**src/rtl/lpf_channel_scheduler.sv**
```systemverilog
// One shared first-order low-pass datapath, time-multiplexed round-robin over N_CH channels.
// Build option LPF_ROUND_EN: round-half-up shifts with saturation (default: plain truncating shifts).

module lpf_ch_slot #(
  parameter int W = 20
) (
  input  logic         qzt_clk,
  input  logic         rst,
  input  logic         tick,
  input  logic [W-1:0] vin,
  input  logic         clr,
  input  logic         ovr_clr,
  output logic         pending,
  output logic         overrun,
  output logic [W-1:0] sample
);
  logic tick_old;
  logic edge_det;

  assign edge_det = tick & ~tick_old;

  // An edge landing while the arbiter takes the old sample loses nothing, so no overrun then.
  always_ff @(posedge qzt_clk) begin
    if (rst) begin
      tick_old <= 1'b0;
      pending  <= 1'b0;
      overrun  <= 1'b0;
      sample   <= '0;
    end else begin
      tick_old <= tick;
      if (edge_det) sample <= vin;
      pending <= edge_det | (pending & ~clr);
      overrun <= (edge_det & pending & ~clr) | (overrun & ~ovr_clr);
    end
  end
endmodule

module lpf_channel_scheduler #(
  parameter  int N_CH = 4,
  parameter  int W    = 20,
  parameter  int KW   = 4,
  localparam int CW   = $clog2(N_CH)
) (
  input  logic                qzt_clk,
  input  logic                rst,
  input  logic [N_CH-1:0]     ch_tick,
  input  logic [N_CH*W-1:0]   vin_bus,
  input  logic                cfg_we,
  input  logic [CW-1:0]       cfg_ch,
  input  logic [KW-1:0]       cfg_k,
  input  logic                ovr_clr,
  output logic signed [W-1:0] vout,
  output logic [CW-1:0]       vout_ch,
  output logic                vout_valid,
  output logic [N_CH-1:0]     overrun,
  output logic                busy
);
  typedef enum logic [1:0] {IDLE, ARB, CALC, WRITE} state_t;

`ifdef LPF_ROUND_EN
  localparam int AW    = W + 2;
  localparam bit ROUND = 1'b1;
`else
  localparam int AW    = W + 1;
  localparam bit ROUND = 1'b0;
`endif
  localparam logic signed [AW-1:0] SMAX = {{(AW-W+1){1'b0}}, {(W-1){1'b1}}};
  localparam logic signed [AW-1:0] SMIN = {{(AW-W+1){1'b1}}, {(W-1){1'b0}}};

  state_t                 state_q, state_d;
  logic [N_CH-1:0]        pend, arb_clr;
  logic [N_CH-1:0][W-1:0] samp;
  logic signed [W-1:0]    y_mem [N_CH];
  logic [KW-1:0]          k_mem [N_CH];
  logic [CW-1:0]          rr_q, pick, ch_q;
  logic signed [W-1:0]    x_q, yv_q, res;
  logic [KW-1:0]          k_q;
  logic signed [AW-1:0]   xe, ye, half, xs, ys, acc_d, acc_q;

  for (genvar c = 0; c < N_CH; c++) begin : g_slot
    lpf_ch_slot #(.W(W)) u_slot (
      .qzt_clk (qzt_clk),
      .rst     (rst),
      .tick    (ch_tick[c]),
      .vin     (vin_bus[c*W +: W]),
      .clr     (arb_clr[c]),
      .ovr_clr (ovr_clr),
      .pending (pend[c]),
      .overrun (overrun[c]),
      .sample  (samp[c])
    );
  end

  // First pending channel scanning upward from the RR pointer, wrapping at N_CH.
  always_comb begin
    logic found;
    pick  = rr_q;
    found = 1'b0;
    for (int i = 0; i < N_CH; i++) begin
      int j;
      j = int'(rr_q) + i;
      if (j >= N_CH) j = j - N_CH;
      if (!found && pend[j]) begin
        pick  = CW'(j);
        found = 1'b1;
      end
    end
  end

  assign arb_clr = (state_q == ARB) ? ({{(N_CH-1){1'b0}}, 1'b1} << pick) : '0;
  assign busy    = (state_q != IDLE);

  always_comb begin
    state_d = state_q;
    case (state_q)
      IDLE:    if (|pend) state_d = ARB;
      ARB:     state_d = CALC;
      CALC:    state_d = WRITE;
      WRITE:   state_d = (|pend) ? ARB : IDLE;
      default: state_d = IDLE;
    endcase
  end

  always_comb begin
    xe   = {{(AW-W){x_q[W-1]}}, x_q};
    ye   = {{(AW-W){yv_q[W-1]}}, yv_q};
    half = '0;
    if (ROUND && k_q != '0) half = AW'(1) << (k_q - 1'b1);
    xs    = (xe + half) >>> k_q;
    ys    = (ye + half) >>> k_q;
    acc_d = xs + ye - ys;
  end

  // Truncating shifts cannot leave the W-bit range, so the clamp only ever engages when rounding.
  always_comb begin
    res = acc_q[W-1:0];
    if (acc_q > SMAX)      res = SMAX[W-1:0];
    else if (acc_q < SMIN) res = SMIN[W-1:0];
  end

  always_ff @(posedge qzt_clk) begin
    if (rst) begin
      state_q    <= IDLE;
      rr_q       <= '0;
      ch_q       <= '0;
      x_q        <= '0;
      yv_q       <= '0;
      k_q        <= '0;
      acc_q      <= '0;
      vout       <= '0;
      vout_ch    <= '0;
      vout_valid <= 1'b0;
      for (int c = 0; c < N_CH; c++) begin
        y_mem[c] <= '0;
        k_mem[c] <= '0;
      end
    end else begin
      state_q    <= state_d;
      vout_valid <= 1'b0;
      if (cfg_we && int'(cfg_ch) < N_CH) k_mem[cfg_ch] <= cfg_k;
      case (state_q)
        ARB: begin
          ch_q <= pick;
          x_q  <= samp[pick];
          k_q  <= k_mem[pick];
          yv_q <= y_mem[pick];
          rr_q <= (int'(pick) == N_CH-1) ? '0 : pick + 1'b1;
        end
        CALC: acc_q <= acc_d;
        WRITE: begin
          y_mem[ch_q] <= res;
          vout        <= res;
          vout_ch     <= ch_q;
          vout_valid  <= 1'b1;
        end
        default: ;
      endcase
    end
  end
endmodule

```
**config.mk**
```make
export PLATFORM = sky130hd
export DESIGN_NAME = lpf_channel_scheduler
export DESIGN_NICKNAME = d
export VERILOG_FILES = /design/src/rtl/lpf_channel_scheduler.sv
export SDC_FILE = /design/constraint.sdc
export NUM_CORES = 1
export LEC_CHECK = 0
export ABC_AREA = 1
export ABC_CLOCK_PERIOD_IN_PS = 4200
export CAP_MARGIN = 20
export CORE_MARGIN = 2
export CORE_UTILIZATION = 59
export CTS_CLUSTER_DIAMETER = 200
export DETAILED_ROUTE_END_ITERATION = 16
export PLACE_DENSITY = 0.86
export SLEW_MARGIN = 20
export SYNTH_ARGS = -nofsm -noshare
export SYNTH_HDL_FRONTEND = slang
export SYNTH_SLANG_ARGS = --single-unit
```
**constraint.sdc**
```tcl
create_clock -name qzt_clk -period 4.2 [get_ports qzt_clk]
set_clock_uncertainty 0.2 [all_clocks]
set_input_delay 0.84 -clock qzt_clk [delete_from_list [all_inputs] [get_ports qzt_clk]]
set_output_delay 0.84 -clock qzt_clk [all_outputs]
set_load 0.1 [all_outputs]
```
* After elaboration in Yosys (flattened, before gate mapping) *
Memory sizes are Yosys's and may differ from the RTL's. A register that Yosys moved wholly into a read port is not among the register bits.
Cells that the tools add are included.

cells by class
  add/subtract/negate cells = 10
  magnitude comparators = 11
  equal/unequal tests = 5
  shifts and indexed selects = 3
  mux-type cells = 46
  bitwise gates (word level) = 37
  reduce and logical (&&, ||, !) cells = 11

operators with widths
  operator                                                                            count
  32-bit by 4-bit < comparator with 1-bit output (second input constant)              4
  32-bit 2-to-1 mux                                                                   4
  20-bit 2-to-1 mux                                                                   4
  20-bit by 4-bit >>> shifter with 21-bit output                                      2
  20-bit binary-select mux with 2-bit select                                          1
  1-bit 2-to-1 mux                                                                    22
  21-bit by 20-bit adder with 21-bit output                                           1
  21-bit by 20-bit greater-than comparator with 1-bit output (second input constant)  1
  21-bit by 20-bit < comparator with 1-bit output (second input constant)             1
  21-bit subtractor                                                                   1
  1-bit bitwise AND                                                                   20
  20-bit OR reduction                                                                 1
  2-bit 2-to-1 mux                                                                    8
  3-bit by 3-bit subtractor with 4-bit output (second input constant)                 3
  3-bit greater-or-equal comparator (second input constant)                           3
  1-bit NOT                                                                           9
  1-bit binary-select mux with 2-bit select                                           4
  4-bit 2-to-1 mux                                                                    2
  1-bit OR                                                                            8
  2-bit one-hot mux with 4 select lines                                               1
  4-bit OR reduction                                                                  2
  2-bit by 2-bit adder with 3-bit output (second input constant)                      2
  2-bit by 1-bit == test with 1-bit output (second input constant)                    2
  2-bit == test (second input constant)                                               2
  other kinds (11)                                                                    15

storage, ports and cells
  bits in registers = 162
  bits in writable memories = 96
  output and inout port bits = 28
  memories kept = 2

memory list
  memory  depth  bits a word  read ports  clocked after memory_dff  wr ports  line  source
  y_mem   4      20           1           1                         4         73    logic signed [W-1:0] y_mem [N_CH];
  k_mem   4      4            1           1                         4         74    logic [KW-1:0] k_mem [N_CH];

* Longest topological paths before layout *
  word-level depth = 20
  depth in mapped cells = 26

* By module *
From an unflattened synthesis, not the netlist that was laid out.

second synthesis, totals
  cells, all modules = 2161
  area total of the unflattened synthesis = 15397.3 sq um

modules (own cells, without submodules)
  module                 instances  cells an instance  area each (sq um)  sequential area each (sq um)
  lpf_channel_scheduler  1          1753               12109.1            4764.6
  lpf_ch_slot            4          102                822.0              460.4

* Worst setup path before layout *
OpenSTA, ideal clock, no wires.

  path kind = register to register
  start point = reg k_q[0], read port of k_mem
  end point = reg acc_q[15]
  library setup time = 109 ps
  arrival time = 3325 ps
  data required time = 3891 ps
  path slack = 566 ps
  stages on the path, launching flop included = 20
  clock period less this slack = 3634 ps
  cell sequence = dfxtp_1 > clkbuf_1 > clkbuf_1 > o21ai_0 > mux2i_1 > inv_1 > o21ai_0 > o21ai_0 > fa_1 > inv_1 > ha_1 > nand2_1 > o21ai_0 > nor2_1 > o21ai_0 > nand3b_1 > nand3_1 > nand3_1 > nand2_1 > inv_1

between the ends
  cells in the longest elaborated chain, start to end = 3

RTL lines
  item                                            line  source
  from (decl)                                     77    logic [KW-1:0] k_q;
  20-bit by 4-bit >>> shifter with 21-bit output  129   xs = (xe + half) >>> k_q;
  21-bit by 20-bit adder with 21-bit output       131   acc_d = xs + ye - ys;
  21-bit subtractor *                             131
  to (signal assigned)                            149   acc_q <= '0;
  to (signal assigned)                            169   CALC: acc_q <= acc_d;
  to (decl)                                       78    logic signed [AW-1:0] xe, ye, half, xs, ys, acc_d, acc_q;

Every way passes the cells marked *; elsewhere a longest branch is shown, timed or not.
A chain may end at the register's enable or synchronous reset.

* Worst setup path after layout *
  start point = reg k_q[0], read port of k_mem
  end point = reg acc_q[17]

Same word-level chain as after synthesis.

==> impl_metrics.env <==
export IMPL_synth_fa_ha_area_share_pct=4.959
export IMPL_fin_nets=2338
export IMPL_cpMaxStageDelayCell="fa_1"
export IMPL_worstPathCellList="buf_6, o21ai_0, mux2i_1, nand2_1, o21ai_0, o21ai_0, fa_1, ha_1, nand2_1, inv_1, nand2_1, nor2_1, nand4_1, nand4_1, nand2_1, o21ai_0, inv_1"
export IMPL_synth_top_family_by_area="simple AND/OR/NAND/NOR gates"
export IMPL_seq_area_frac_synth_pct=43.35
export IMPL_finalHoldViolCount=0
export IMPL_synth_top_area_cell="dfxtp_1"
export IMPL_synth_simple_area_share_pct=27.66
export IMPL_startpoint_type="register"
export IMPL_synth_top_area_share_pct=24.43
export IMPL_crit_arrival_ps=4110
export IMPL_rsz0062_at_grt="no"
export IMPL_clock_path_buffers=3
export IMPL_overflow=0
export IMPL_slowest_delay_ps=510
export IMPL_synth_xor_area_share_pct=0.6322
export IMPL_first_pass_iters=6
export IMPL_ys_warn_count=0
export IMPL_numCtsBuffers=28
export IMPL_crit_fanout=36
export IMPL_hpwlAfterDp_mm=31.13
export IMPL_synth_most_common_cell="nand2_1"
export IMPL_syn_inst=2142
export IMPL_numClockSinks=282
export IMPL_fmax_mhz=258.6
export IMPL_fp_dieW_um=164.7
export IMPL_core_mm2=0.02525
export IMPL_cts_root_buffer="clkbuf_16"
export IMPL_hold_path_class="reg -> reg"
export IMPL_ys_flop_type="dfxtp_1"
export IMPL_cts_setup_buffers=0
export IMPL_synth_avg_cell_area_um2=7.115
export IMPL_period_share_pct=92.07
export IMPL_vias=14630
export IMPL_slew_headroom_pct=28.70
export IMPL_maxCapViolCount=0
export IMPL_die_y_um=164.7
export IMPL_syn_to_final_growth_pct=14.66
export IMPL_drt_iter0_markers=1995
export IMPL_register_area_mm2=0.006608
export IMPL_netlist_top_cells_area="dfxtp_1, edfxtp_1, nand2_1"
export IMPL_clk_pin_slew_ps=70
export IMPL_multiInputGateArea_mm2=0.007141
export IMPL_outcome="finished, final reports clean"
export IMPL_synthTopCellsByCount="nand2_1, nor2_1, inv_1, o21ai_0, dfxtp_1"
export IMPL_synth_cell_type_count=38
export IMPL_htreeDepth=1
export IMPL_endpoint_kind="register"
export IMPL_synthMuxAreaShare_pct=1.117
export IMPL_path_delay_family="compound AO/OA/AOI/OAI gates"
export IMPL_vias_per_cell=5.745
export IMPL_portBuffers=121
export IMPL_syn_area_mm2=0.01524
export IMPL_drt_wirelength_per_cell_um=17.61
export IMPL_slew_viol_final=0
export IMPL_cp_num_buf_inv=3
export IMPL_totalWireLength_mm=44.85
export IMPL_grt_total_usage_pct=33.60
export IMPL_finalCriticalPeriod_ps=3867
export IMPL_post_route_drc_count=0
export IMPL_grt_pass1_vias=13980
export IMPL_gp_congestion=0.9809
export IMPL_synthesis_nets=2285
export IMPL_antenna_found_initial=1
export IMPL_synthArstFlopShare_pct=0
export IMPL_io_pins=122
export IMPL_final_antenna_net_count=0
export IMPL_layout_drive_gt1_share_pct=4.060
export IMPL_insertedDiodeCount=0
export IMPL_cts_tree="done"
export IMPL_setup_viol=0
export IMPL_worst_pin_slew_ps=1058
export IMPL_synth_edf_count=96
export IMPL_grt_max_degree=89
export IMPL_initial_utilization_pct=60.34
export IMPL_n_fill_cell=2065
export IMPL_critPathKind="reg -> reg"
export IMPL_die_area_mm2=0.02713
export IMPL_grt_pass1_wl_mm=71.77
export IMPL_final_setup_tns_ps=0
export IMPL_clock_latency_ps=550
export IMPL_synth_seq_cells=282
export IMPL_cp_required_ps=4440
export IMPL_cts_hold_buf=0
export IMPL_synth_compound_area_share_pct=12.40
export IMPL_row_count=58
==> cells in the final DEF (no fill, tap or decap), types with 2 or more instances in the layout <==
master           netlist  final
clkinvlp_4             0      2
ha_1                  30     29
edfxtp_1              96     96
clkdlybuf4s50_1        0    119
nand2_1              548    548
clkbuf_16              0     28
nor2_1               301    300
fa_1                  19     19
buf_4                  8     29
dfxtp_1              186    185
a22oi_1                4      4
xor2_1                 9      9
clkbuf_8               0      2
xnor2_1                2      2
clkbuf_1              89      3
clkinv_1               2     10
mux2i_1               17     17
nand2_2                2      2
a21oi_1              112    111
a21o_1                 3      3
inv_2                  4      5
o21ai_0              211    209
buf_12                 0      2
inv_1                241    240
nor2_2                 1      2
o211ai_1              15     15
nand4_1                5      5
bufinv_16              0      3
nand3_1              182    182
o21bai_1               2      2
o21a_1                 6      6
clkinv_2               0      4
nor3_1                 5      5
o21ai_1                0      2
==> cells by family (layout without fill, tap and decap cells) <==
logic type | Yosys count | count (layout)
and+or+nand+nor | 1048 | 1048
buffers and inverters | 376 | 451
AOI/OAI and AO/OA | 359 | 359
DFF | 282 | 282
adders and majority gates | 49 | 49
muxes | 17 | 17
xor gates and xnor gates | 11 | 11
==> repair_timing <==
item | in CTS | in global routing
hold endpoints to repair | 0 | 0
gates resized for setup | 0 | 5
endpoints found under the setup margin | 0 | 9
==> sequential cells by signal, summed over array words and instances, names as in the netlist, 4 cells and up <==
register	flops
g_slot.u_slot.tick_old	4
k_q	4
acc_q	21
k_mem	16
g_slot.u_slot.sample	80
yv_q	20
g_slot.u_slot.pending	4
g_slot.u_slot.overrun	4
x_q	20
y_mem	80
vout	20
==> worst paths after layout <==
path,startpoint,end,slack [ps],depth (start not counted)
worst max-delay path,k_q[0],acc_q[17],330,17
worst min-delay path,vout[18],vout[18],270,2
worst max register to register,k_q[0],acc_q[17],330,17
worst min register to register,vout[18],vout[18],270,2
==> worst min-delay path: stages, from the launching register on <==
cell     delay, ps
dfxtp_1        310
nand3_1         70
nand2_1         50
==> routing by layer <==
metal	vias to the layer above	global-route usage (%)	wire length [um]
li1	6943	-	-
met1	6822	47.03	18040
met2	764	55.29	20950
met3	101	3.968	4605
met4	2	9.605	1240
met5	-	0	12
==> layout make-up <==
class,count,area share (%)
clock buffer,33,4.232
clock inverter,19,1.031
inverter,247,5.306
multi-input combinational,1484,40.87
sequential,282,37.82
tap,330,2.363
timing repair buffer,152,8.385
==> through the flow <==
stage	instance area [um2]	utilization (%)	instances	hold WS (ps)	setup WS, ps
after floorplan	15240	-	2142	244.1	565.7
after global placement	16540	65.51	2495	259.9	293.2
after detailed placement	16540	65.51	2495	260.9	235.6
after CTS	17460	69.15	2547	272.8	211.9
after global routing	17470	69.19	2547	286.2	8.496
final	17470	69.19	2547	272.4	333.1
Power is not shown: default switching activity piles up to over one toggle a cycle in this logic, so the estimate is an artifact.
==> RTL edit: new RTL, same flow settings <==
`W` is set to 20 in 2 places; all go to 30.
--- a/src/rtl/lpf_channel_scheduler.sv
+++ b/src/rtl/lpf_channel_scheduler.sv
@@ -3,5 +3,5 @@
 
 module lpf_ch_slot #(
-  parameter int W = 20
+  parameter int W = 30
 ) (
   input  logic         qzt_clk,
@@ -38,5 +38,5 @@
 module lpf_channel_scheduler #(
   parameter  int N_CH = 4,
-  parameter  int W    = 20,
+  parameter  int W    = 30,
   parameter  int KW   = 4,
   localparam int CW   = $clog2(N_CH)
Interface: changed (resized vin_bus and vout); port bits go from 122 to 172. The function was not compared with the original's and may differ.
==> RTL edit against the original RTL <==
Synthesized area rose by 48%; maximum frequency fell by 4.7%; non-clock buffer count rose by 105; critical path depth rose by 6; wire length rose by 58%; cell area rose by 51%; setup slack got worse by 0.19 ns; sequential cell count rose by 120; critical endpoint is now acc_q[27]$_SDFFE_PP0N_; highest routed layer is now met4.
Power is left out: the tool's default activity adds up to more than one toggle a clock period on the data nets, which glitch-free logic cannot reach.
==> RTL edit: results (changes against the original RTL) <==
dp.cells: 3749  # +50%
clock_latency_on_the_worst_skew_pair_ns: 0.59  # +0.04 ns
final_net_count: 3492  # +49%
detailedRoute.firstPassIterationCount: 9  # +3
global_route_usage_sum_pct: 35.6  # +2.0 points
vias: 22000  # +50%
finalWirelength_um: 71000  # +58%
biggest_regs: "g_slot.u_slot.sample: 120 flops, y_mem: 120 flops, acc_q: 31 flops"
worstHoldStart: "vout[0]$_SDFFE_PP0P_"
grt_first_pass_wirelength_um: 111000  # +54%
worstPathMaxFanout: 22  # -39%
cts_htree_levels: 2  # +1
critical-path-top-delay-family: "simple AND/OR/NAND/NOR gates"
netlist-cell-type-count: 42  # +11%
numCtsBuffers: 43  # +54%
hpwl_um: 49000  # +57%
share_of_the_yosys_chip_area_belonging_to_registers_pct: 41.8  # -1.6 points
status: "complete, no violations"
post_synth.cell_area_avg_sq_um: 7.07  # -0.69%
grt_start_max_net_pins: 160  # +80%
tightest_slew_ns: 1.06  # -0.00159 ns
number_of_enable_flip_flop_cells_after_synthesis: 136  # +42%
drt_iter0_drc: 2892  # +45%
critPathArrivalTime_ns: 4.35  # +0.24 ns
drive_above_1_share_pct: 7.16  # +3.1 points
synthesis.nets: 3391  # +48%
-- RTL edit: kinds of logic (layout without fill, tap and decap cells) --
logic type | after synthesis | in the layout | share of synthesized area (%)
compound gates | 539 | 539 | 12.9
xor+xnor | 15 | 15 | 0.583
fa+ha+maj | 69 | 69 | 4.80
buf+inv | 592 | 726 | 10.8
flops | 402 | 402 | 41.8
mux | 47 | 47 | 2.09
simple gates | 1524 | 1524 | 27.1
-- RTL edit: routing by layer --
layer / global-route usage, % / part of all wire [%] / up-vias
met1: 47.4 / 40 / 10300
met5: 0 / 0 / -
met4: 12.4 / 3.5 / 0
li1: - / - / 10400
met3: 6.63 / 9.8 / 183
met2: 58.4 / 46 / 1177
-- RTL edit: repair_timing --
| item | in CTS | in global routing |
|---|---|---|
| buffers inserted | 0 | 3 |
| endpoints found under the setup margin | 0 | 22 |
| resized for setup | 0 | 72 |
-- RTL edit: cell type report --
cell class                 instances  area [sq um]
sequential                       402          9410
inverter                         391          1480
clock buffer                      60          1220
timing repair buffer             257          2530
clock inverter                    18           224
tap                              511           639
fill                            3020         11300
multi-input combinational       2194         10900
-- RTL edit: worst paths after layout --
| check | to | slack [ns] | cells after the start |
|---|---|---|---|
| hold reg to reg | vout[0]$_SDFFE_PP0P_ | 0.30 | 1 |
| setup reg to reg | acc_q[27]$_SDFFE_PP0N_ | 0.14 | 23 |
| setup / recovery | acc_q[27]$_SDFFE_PP0N_ | 0.14 | 23 |
| hold / removal | vout[0]$_SDFFE_PP0P_ | 0.30 | 1 |
-- RTL edit: per-stage QoR --
stage          worst slack [ns]  util, %
5_1_grt                 -0.0309     70.0
6_report                  0.143     70.0
3_3_place_gp              0.171     65.5
2_1_floorplan             0.320        -
4_1_cts                  0.0460     69.3
3_5_place_dp             0.0574     65.5
